$ cat src/rtl/unroll_issue_collector_if.sv
// rtl/unroll_issue_collector_if.sv - issue bundle handshake between the collector and the CGRA issue stage
interface unroll_issue_collector_if #(
  parameter int NUM_LANES = 4,
  parameter int TID_W     = 8
);
  logic                       issue_valid;
  logic                       issue_ready;
  logic [NUM_LANES*TID_W-1:0] issue_tid;
  logic [NUM_LANES-1:0]       issue_mask;

  modport master (output issue_valid, output issue_tid, output issue_mask, input issue_ready);
  modport slave  (input issue_valid, input issue_tid, input issue_mask, output issue_ready);
endinterface

$ cat src/rtl/unroll_issue_collector.sv
// rtl/unroll_issue_collector.sv - lock-step issue bundle collector for unrolled lanes; optional stall counter under UNROLL_ISSUE_PERF_EN
module unroll_issue_collector #(
  parameter int NUM_LANES = 4,
  parameter int TID_W     = 8,
  parameter int CNT_W     = 9
) (
  input  logic                       clk,
  input  logic                       rst,
  input  logic                       start,
  input  logic [1:0]                 unrolling_factor,
  input  logic [NUM_LANES*TID_W-1:0] lane_tid,
  input  logic [NUM_LANES-1:0]       lane_valid,
  input  logic [NUM_LANES-1:0]       lane_done,
  output logic [NUM_LANES-1:0]       lane_update,
  output logic                       lane_restart,
  unroll_issue_collector_if.master   issue,
  output logic                       busy,
  output logic                       dispatch_done,
  output logic [CNT_W-1:0]           issued_count,
  output logic [15:0]                stall_cycles
);

  typedef enum logic [2:0] {
    S_IDLE,
    S_RESTART,
    S_SETTLE,
    S_DISPATCH,
    S_DRAIN,
    S_DONE
  } state_t;

  localparam logic [CNT_W:0] CNT_SAT = (CNT_W+1)'(256);

  state_t                     state, state_nxt;
  logic [NUM_LANES-1:0]       en_q, en_dec, take;
  logic                       out_valid;
  logic [NUM_LANES*TID_W-1:0] out_tid, cap_tid;
  logic [NUM_LANES-1:0]       out_mask;
  logic                       lane_restart_q;
  logic [CNT_W-1:0]           count_q;
  logic [CNT_W:0]             pop, sum;
  logic                       bundle_ready, capture, finish, start_go;

  // Enabled-lane decode from the raw factor; only latched on the start transition
  always_comb begin
    int lanes;
    case (unrolling_factor)
      2'd0:    lanes = 1;
      2'd1:    lanes = 2;
      default: lanes = 4;
    endcase
    en_dec = '0;
    for (int i = 0; i < NUM_LANES; i++) en_dec[i] = (i < lanes);
  end

  assign start_go     = (state == S_IDLE) && start;
  assign take         = en_q & lane_valid;
  // A lane still computing (neither valid nor done) holds back the whole bundle
  assign bundle_ready = (&(~en_q | lane_valid | lane_done)) && (|take);
  assign capture      = (state == S_DISPATCH) && bundle_ready && (!out_valid || issue.issue_ready);
  assign finish       = (&(~en_q | lane_done)) && !(|take);
  assign lane_update  = capture ? take : '0;

  // Bundle payload and thread count for the current capture
  always_comb begin
    cap_tid = '0;
    pop     = '0;
    for (int i = 0; i < NUM_LANES; i++) begin
      if (take[i]) cap_tid[i*TID_W +: TID_W] = lane_tid[i*TID_W +: TID_W];
      pop = pop + {{CNT_W{1'b0}}, take[i]};
    end
    sum = {1'b0, count_q} + pop;
    if (sum > CNT_SAT) sum = CNT_SAT;
  end

  // Next-state decode for the block sequencing FSM
  always_comb begin
    state_nxt = state;
    case (state)
      S_IDLE:     if (start) state_nxt = S_RESTART;
      S_RESTART:  state_nxt = S_SETTLE;
      S_SETTLE:   state_nxt = S_DISPATCH;
      S_DISPATCH: if (finish) state_nxt = S_DRAIN;
      S_DRAIN:    if (!out_valid) state_nxt = S_DONE;
      S_DONE:     state_nxt = S_IDLE;
      default:    state_nxt = S_IDLE;
    endcase
  end

  // State register
  always_ff @(posedge clk) begin
    if (rst) state <= S_IDLE;
    else     state <= state_nxt;
  end

  // Per-block control: latched lane enables, restart strobe, issued-thread counter
  always_ff @(posedge clk) begin
    if (rst) begin
      en_q           <= '0;
      lane_restart_q <= 1'b0;
      count_q        <= '0;
    end else begin
      lane_restart_q <= start_go;
      if (start_go) begin
        en_q    <= en_dec;
        count_q <= '0;
      end else if (capture) begin
        count_q <= sum[CNT_W-1:0];
      end
    end
  end

  // Output register: load on capture (replacing an accepted bundle without a bubble), clear on bare accept
  always_ff @(posedge clk) begin
    if (rst) begin
      out_valid <= 1'b0;
      out_tid   <= '0;
      out_mask  <= '0;
    end else if (capture) begin
      out_valid <= 1'b1;
      out_tid   <= cap_tid;
      out_mask  <= take;
    end else if (out_valid && issue.issue_ready) begin
      out_valid <= 1'b0;
      out_tid   <= '0;
      out_mask  <= '0;
    end
  end

  assign issue.issue_valid = out_valid;
  assign issue.issue_tid   = out_tid;
  assign issue.issue_mask  = out_mask;
  assign lane_restart      = lane_restart_q;
  assign busy              = (state != S_IDLE);
  assign dispatch_done     = (state == S_DONE);
  assign issued_count      = count_q;

`ifdef UNROLL_ISSUE_PERF_EN
  logic [15:0] stall_q;
  logic        stall_hit;

  assign stall_hit = (out_valid && !issue.issue_ready) ||
                     ((state == S_DISPATCH) && (|(en_q & ~lane_valid & ~lane_done)));

  // Stall counter: back-pressure or lane-wait cycles, saturating, cleared on start
  always_ff @(posedge clk) begin
    if (rst)                                  stall_q <= '0;
    else if (start_go)                        stall_q <= '0;
    else if (stall_hit && stall_q != 16'hFFFF) stall_q <= stall_q + 16'd1;
  end

  assign stall_cycles = stall_q;
`else
  assign stall_cycles = '0;
`endif

endmodule

$ cat src/flat_wrapper.sv
// flat-port wrapper written by rule: the top's interface ports become plain ports
module unroll_issue_collector_flat 
#(
  parameter int NUM_LANES = 4,
  parameter int TID_W     = 8,
  parameter int CNT_W     = 9
)
  (clk, rst, start, unrolling_factor, lane_tid, lane_valid, lane_done, lane_update, lane_restart, busy, dispatch_done, issued_count, stall_cycles, issue_issue_valid, issue_issue_tid, issue_issue_mask, issue_issue_ready);
  unroll_issue_collector_if #(.NUM_LANES(NUM_LANES), .TID_W(TID_W)) issue_i ();
  input  logic clk;
  input  logic rst;
  input  logic start;
  input  logic [1:0] unrolling_factor;
  input  logic [NUM_LANES*TID_W-1:0] lane_tid;
  input  logic [NUM_LANES-1:0] lane_valid;
  input  logic [NUM_LANES-1:0] lane_done;
  output logic [NUM_LANES-1:0] lane_update;
  output logic lane_restart;
  output logic busy;
  output logic dispatch_done;
  output logic [CNT_W-1:0] issued_count;
  output logic [15:0] stall_cycles;
  output wire logic [$bits(issue_i.issue_valid)-1:0] issue_issue_valid;
  output wire logic [$bits(issue_i.issue_tid)-1:0] issue_issue_tid;
  output wire logic [$bits(issue_i.issue_mask)-1:0] issue_issue_mask;
  input wire logic [$bits(issue_i.issue_ready)-1:0] issue_issue_ready;
  assign issue_issue_valid = issue_i.issue_valid;
  assign issue_issue_tid = issue_i.issue_tid;
  assign issue_issue_mask = issue_i.issue_mask;
  assign issue_i.issue_ready = issue_issue_ready;
  unroll_issue_collector #(.NUM_LANES(NUM_LANES), .TID_W(TID_W), .CNT_W(CNT_W)) u_core (.clk(clk), .rst(rst), .start(start), .unrolling_factor(unrolling_factor), .lane_tid(lane_tid), .lane_valid(lane_valid), .lane_done(lane_done), .lane_update(lane_update), .lane_restart(lane_restart), .issue(issue_i), .busy(busy), .dispatch_done(dispatch_done), .issued_count(issued_count), .stall_cycles(stall_cycles));
endmodule
$ cat config.mk
export PLATFORM = sky130hd
export DESIGN_NAME = unroll_issue_collector_flat
export DESIGN_NICKNAME = d
export VERILOG_FILES = /design/src/rtl/unroll_issue_collector_if.sv /design/src/rtl/unroll_issue_collector.sv /design/src/flat_wrapper.sv
export SDC_FILE = /design/constraint.sdc
export NUM_CORES = 1
export LEC_CHECK = 0
export BUFFER_PORTS_ARGS = -buffer_cell sky130_fd_sc_hd__clkbuf_2
export CAP_MARGIN = 20
export CORE_MARGIN = 10
export CORE_UTILIZATION = 49
export DETAILED_ROUTE_END_ITERATION = 10
export PLACE_DENSITY = 0.8
export SYNTH_ARGS = -nofsm -noshare
export SYNTH_HDL_FRONTEND = slang
export SYNTH_SLANG_ARGS = --single-unit
$ cat constraint.sdc
create_clock -name clk -period 6.76 [get_ports clk]
set_input_delay 2.028 -clock clk [delete_from_list [all_inputs] [get_ports clk]]
set_output_delay 2.028 -clock clk [all_outputs]
set_load 0.02 [all_outputs]
### Word-level counts from Yosys, hierarchy flattened

Index checks and enable logic that the tools add are counted.
W data, S select, Z words.

| operators by class | value |
|---|---|
| add/sub/neg operators | 4 |
| $mul | 0 |
| div/mod/pow operators | 0 |
| magnitude comparators | 5 |
| eq/ne operators | 9 |
| shifts and indexed selects | 0 |
| multiplexer cells | 17 |
| bitwise operators | 5 |
| reduce and logical (&&, ||, !) cells | 18 |

Operators by type and width:

| cell | number |
|---|---|
| $mux W32 | 2 |
| $mux W8 | 4 |
| $add A10 B1 Y10 | 2 |
| $pmux W3 S5 | 1 |
| $mux W4 | 3 |
| $or A4 B4 Y4 | 3 |
| $add A9 B10 Y10 | 1 |
| $gt A10 B9 Y1 const B | 1 |
| $mux W3 | 3 |
| $mux W9 | 1 |
| $reduce_and A4 Y1 | 2 |
| $eq A3 B2 Y1 const B | 2 |
| $eq A3 B3 Y1 const B | 2 |
| $logic_and A1 B1 Y1 | 6 |
| $lt A1 B3 Y1 const A | 2 |
| $lt A2 B3 Y1 const A | 2 |
| $pmux W3 S2 | 1 |
| $and A4 B4 Y4 | 1 |
| $ne A2 B2 Y1 const B | 2 |
| $not A4 Y4 | 1 |
| $reduce_or A4 Y1 | 1 |
| $eq A3 B1 Y1 const B | 1 |
| $logic_not A3 Y1 | 1 |
| $reduce_and A3 Y1 | 1 |
| 10 further kinds | 12 |

| storage, ports and cells | value |
|---|---|
| register bits after elaboration | 54 |
| latch bits | 0 |
| RAM bits | 0 |
| bits in read-only memories | 0 |
| input port bits | 46 |
| output and inout bits | 69 |
| logic and storage cells | 65 |
| memories kept | 0 |

### Longest topological paths before layout

| logic depth | value |
|---|---|
| depth after elaboration | 8 |
| gate-level depth with buffers | 16 |
| mapped depth without buffers | 16 |

### Least setup slack after synthesis

No wires, ideal clock.

| path | value |
|---|---|
| path kind | in2out |
| start | input port lane_valid[0] |
| end | output port lane_update[0] |
| arrival | 3351 ps |
| required time | 4732 ps |
| path slack | 1381 ps |
| stages | 7 |
| path through | and2_1 -> inv_1 -> ha_1 -> a21boi_0 -> o21ai_1 -> nand3_1 -> nor2_2 |

| between the ends | value |
|---|---|
| longest elaborated chain between the ends | 7 |
| elaborated cells on any way between the ends | 9 |
| classes of those cells | mux: 1; bitwise: 3; reduce/logical: 5 |

Ends and longest elaborated chain:

| item | RTL line | source |
|---|---|---|
| start: declaration | flat_wrapper.sv:15 | `input logic [NUM_LANES-1:0] lane_valid;` |
| $or A4 B4 Y4 (2 in series) | unroll_issue_collector.sv:59 | `assign bundle_ready = (&(~en_q \| lane_valid \| lane_done)) && (\|take);` |
| $reduce_and A4 Y1 | unroll_issue_collector.sv:59 |  |
| $logic_and A1 B1 Y1 | unroll_issue_collector.sv:59 |  |
| $logic_and A1 B1 Y1 (2 in series) | unroll_issue_collector.sv:60 | `assign capture = (state == S_DISPATCH) && bundle_ready && (!out_valid \|\| issue.issue_ready);` |
| $mux W4 (*) | unroll_issue_collector.sv:62 | `assign lane_update = capture ? take : '0;` |
| end: declaration | flat_wrapper.sv:17 | `output logic [NUM_LANES-1:0] lane_update;` |

Mark *: on every way between the ends. The rest lies on a longest branch, timed or not.

### Worst setup path after layout

| path | value |
|---|---|
| start | input port lane_valid[0] |
| end | output port lane_update[3] |

| between the ends | value |
|---|---|
| longest elaborated chain between the ends | 7 |
| elaborated cells on any way between the ends | 9 |
| classes of those cells | mux: 1; bitwise: 3; reduce/logical: 5 |

Ends and longest elaborated chain:

| item | RTL line |
|---|---|
| $or A4 B4 Y4 (2 in series) | unroll_issue_collector.sv:59 |
| $reduce_and A4 Y1 | unroll_issue_collector.sv:59 |
| $logic_and A1 B1 Y1 (*) | unroll_issue_collector.sv:59 |
| $logic_and A1 B1 Y1 (*) (2 in series) | unroll_issue_collector.sv:60 |
| $mux W4 (*) | unroll_issue_collector.sv:62 |

Marked as above.

==> flow_metrics.py <==
metrics = {
    "layout": {
        "synthToLayoutAreaGrowth_pct": 23.4,
        "drive_gt1_frac": 0.327,
        "seq_area_sq_mm": 0.00108,
        "final_cell_area_sq_mm": 0.00313,
        "multi_input_area_sq_mm": 0.00128,
        "nNetsFinal": 436,
        "antennaDiodeCount": 0,
        "fill_cells": 470,
    },
    "sta": {
        "drv_slew": 0,
        "tightest_slew_ns": 0.529,
        "fin_crit_ns": 5.84,
        "hold_ws_ns": 0.487,
        "rsz0062_at_grt": "false",
        "fmax_ghz": 0.171,
        "period_share": 0.864,
        "slew_headroom": 0.648,
        "setup_viol_count_final": 0,
        "hold_violations": 0,
        "tns_ns": 0,
        "fin_worst_skew_ns": 0.00830,
    },
    "power_and_ir_drop": {
        "p_clk_frac": 0.314,
        "combPwrFrac": 0.144,
        "power.internal_uw": 445,
        "irDropWorstVdd_mv": 0.120,
        "power_density_mw_per_mm2": 195,
        "leakage_uw": 0.00145,
        "p_sw_frac": 0.273,
        "pwr-share-seq": 0.542,
        "p_sw_uw": 167,
        "p_total_uw": 612,
    },
    "logic_synthesis": {
        "synthSimpleGateAreaFrac": 0.191,
        "synthFlopType": "dfxtp_1",
        "yosys_warnings": 0,
        "seq_area_frac_synth": 0.426,
        "synth_fa_ha_area_frac": 0.0503,
        "syn_avg_cell_area_sq_um": 8.93,
        "yosys.area.top_type": "dfxtp_1",
        "yosysMostFrequentCell": "dfxtp_1",
        "synthTopCellsByCount": "dfxtp_1, nor2_1, a22oi_1, buf_4, inv_1",
        "syn_area_sq_mm": 0.00254,
        "ys_ff_latch": 54,
        "ys_types": 49,
        "synth-compound-area-share": 0.214,
        "synth_top_family_by_area": "compound AO/OA/AOI/OAI gates",
        "postSynth.asyncResetShare": 0,
        "synth-edff-count": 0,
        "synthXorXnorAreaFrac": 0.0242,
        "synth_top_area_share": 0.426,
        "syn_inst": 284,
        "synth_mux_area_frac": 0,
        "netlist_top_cells_area": "dfxtp_1, a22oi_1, nor2_1, buf_4, ha_1",
    },
    "critical_path": {
        "regToRegSetupSlack_ns": 3.19,
        "reg2reg_depth": 16,
        "worstSetupPathType": "in -> out",
        "timing.rr.end": "u_core.issued_count[6]$_SDFFE_PP0P_",
        "critPathMaxStageDelay_ns": 0.41,
        "cp.arrival_ns": 3.81,
        "end_kind": "primary output",
        "path_cells": "clkbuf_2 > and2_1 > inv_1 > ha_1 > a21boi_0 > o21ai_1 > and3_1 > and2_1 > buf_4 > clkbuf_2",
        "cp-start-kind": "input port",
        "cp.required_ns": 4.73,
        "r2r_start": "u_core.en_q[1]$_SDFFE_PP0P_",
        "cp_max_fo": 10,
        "crit_slowest_cell": "and3_1",
    },
    "floorplanning": {
        "die_h_um": 91.9,
        "num_rows": 26,
        "core_sq_mm": 0.00507,
        "die_area_sq_mm": 0.00845,
        "die_x_um": 91.9,
        "start_util": 0.500,
        "ioPinCount": 115,
    },
    "clocking": {
        "clkSinkCount": 54,
        "cts_tree": "done",
        "cts_buffers": 5,
        "insertion_delay_ns": 0.31,
        "cts_resized": 0,
        "cts-htree-levels": 2,
        "cts_setup_buffers": 0,
        "clkTransAtPathRegs_ns": 0.09,
        "cts_root_buf": "clkbuf_8",
        "cts_buffer_depth": 2,
        "hold_buffers": 0,
    },
    "min_path": {
        "hold_start": "u_core.en_q[0]$_SDFFE_PP0P_",
        "whs_path_depth": 2,
        "hp-class": "reg -> reg",
        "min_to": "u_core.en_q[0]$_SDFFE_PP0P_",
    },
    "grt": {
        "grt_pass1_vias": 2339,
        "grt_start_max_net_pins": 46,
        "grt_use_met2": 0.245,
        "track_usage": 0.158,
        "use_met3": 0.0831,
        "top_usage_layer": "met2",
        "antenna_found_initial": 0,
        "grt_first_pass_wirelength_um": 11100,
        "met1_usage": 0.183,
        "grt-ovfl-total": 0,
    },
    "job": {
        "drv_cap": 0,
    },
    "place": {
        "port_buffers": 98,
        "gp_congestion": 0.884,
        "dpl_cell_area_sq_mm": 0.00304,
        "hpwl_um": 5400,
    },
    "drt": {
        "wire_per_inst_um": 15.3,
        "via_per_inst": 5.14,
        "postRouteWirelength_um": 6900,
        "drc": 0,
        "first_iter_violations": 128,
        "ant_nets": 0,
        "first_pass_iters": 4,
        "vias": 2325,
    },
    "status": {
        "status": "finished, final reports clean",
    },
}
-- power groups by stage --
stage	Combinational, uW	Clock (uW)	Sequential [uW]
after floorplan	70.9	0	336
after global placement	85.4	0	339
after detailed placement	87.9	0	339
after CTS	88.2	197	332
after global routing	99.0	207	333
final	87.9	192	332
-- worst max-delay path by stage --
stage / slack, ns / startpoint / cells past startpoint / endpoint
floorplan: 1.38 / lane_valid[0] / 7 / lane_update[0]
global placement: 0.99 / lane_valid[0] / 10 / lane_update[3]
detailed placement: 0.93 / lane_valid[0] / 10 / lane_update[3]
CTS: 0.91 / lane_valid[0] / 10 / lane_update[3]
global route: 0.69 / lane_valid[0] / 9 / lane_update[0]
finish: 0.92 / lane_valid[0] / 10 / lane_update[3]
-- state kept, by name, summed over array words and instances (netlist names) --
register	flops
u_core.issue.issue_mask	4
u_core.issued_count	9
u_core.issue.issue_tid	32
u_core.lane_restart	1
u_core.state	3
u_core.issue.issue_valid	1
u_core.en_q	4
-- layer usage --
metal | vias up | routed length (um)
met5 | - | 0
met4 | 0 | 96
met3 | 7 | 795
met2 | 98 | 3220
met1 | 1067 | 2790
li1 | 1153 | -
-- cells by family (layout without fill, tap and decap cells) --
logic type	count (synthesis)	after routing
compound gates	72	72
buf+inv	44	127
other cells	1	16
xor+xnor	7	7
simple gates	97	97
fa+ha+maj	9	9
flops	54	54
-- stage by stage --
stage                util  instances  setup slack (ns)
CTS                 0.617        452             0.912
detailed placement  0.598        444             0.930
global route        0.617        452             0.686
floorplan               -        299              1.38
global placement    0.598        444             0.986
finish              0.617        452             0.917
-- worst max-delay path, delay by kind of cell --
kind | cells | cell delay (ns)
and+or+nand+nor | 3 | 0.75
AOI/OAI and AO/OA | 2 | 0.33
adders and majority gates | 1 | 0.20
buffers and inverters | 4 | 0.52
-- final cells by class --
cell class | instances | area share
Tap cell | 70 | 0.0280
Timing Repair Buffer | 103 | 0.169
Clock inverter | 1 | 0.00280
Multi-Input combinational cell | 201 | 0.408
Inverter | 16 | 0.0192
Clock buffer | 7 | 0.0276
Sequential cell | 54 | 0.345
-- layout by cell type (no fill, tap or decap), types with 3 or more instances in the layout --
cell / instances
nor2_1: 53
nor2b_1: 3
nand2_1: 8
a22oi_1: 34
nor3b_1: 3
and2_1: 3
nand3_1: 3
a21oi_1: 10
buf_4: 5
inv_1: 15
a22o_1: 7
clkbuf_8: 6
xnor2_1: 6
o21ai_0: 5
conb_1: 16
nand2b_1: 6
clkbuf_2: 98
ha_1: 7
nor2_2: 3
dfxtp_1: 54
No activity file was read; power rests on OpenSTA's default activity.
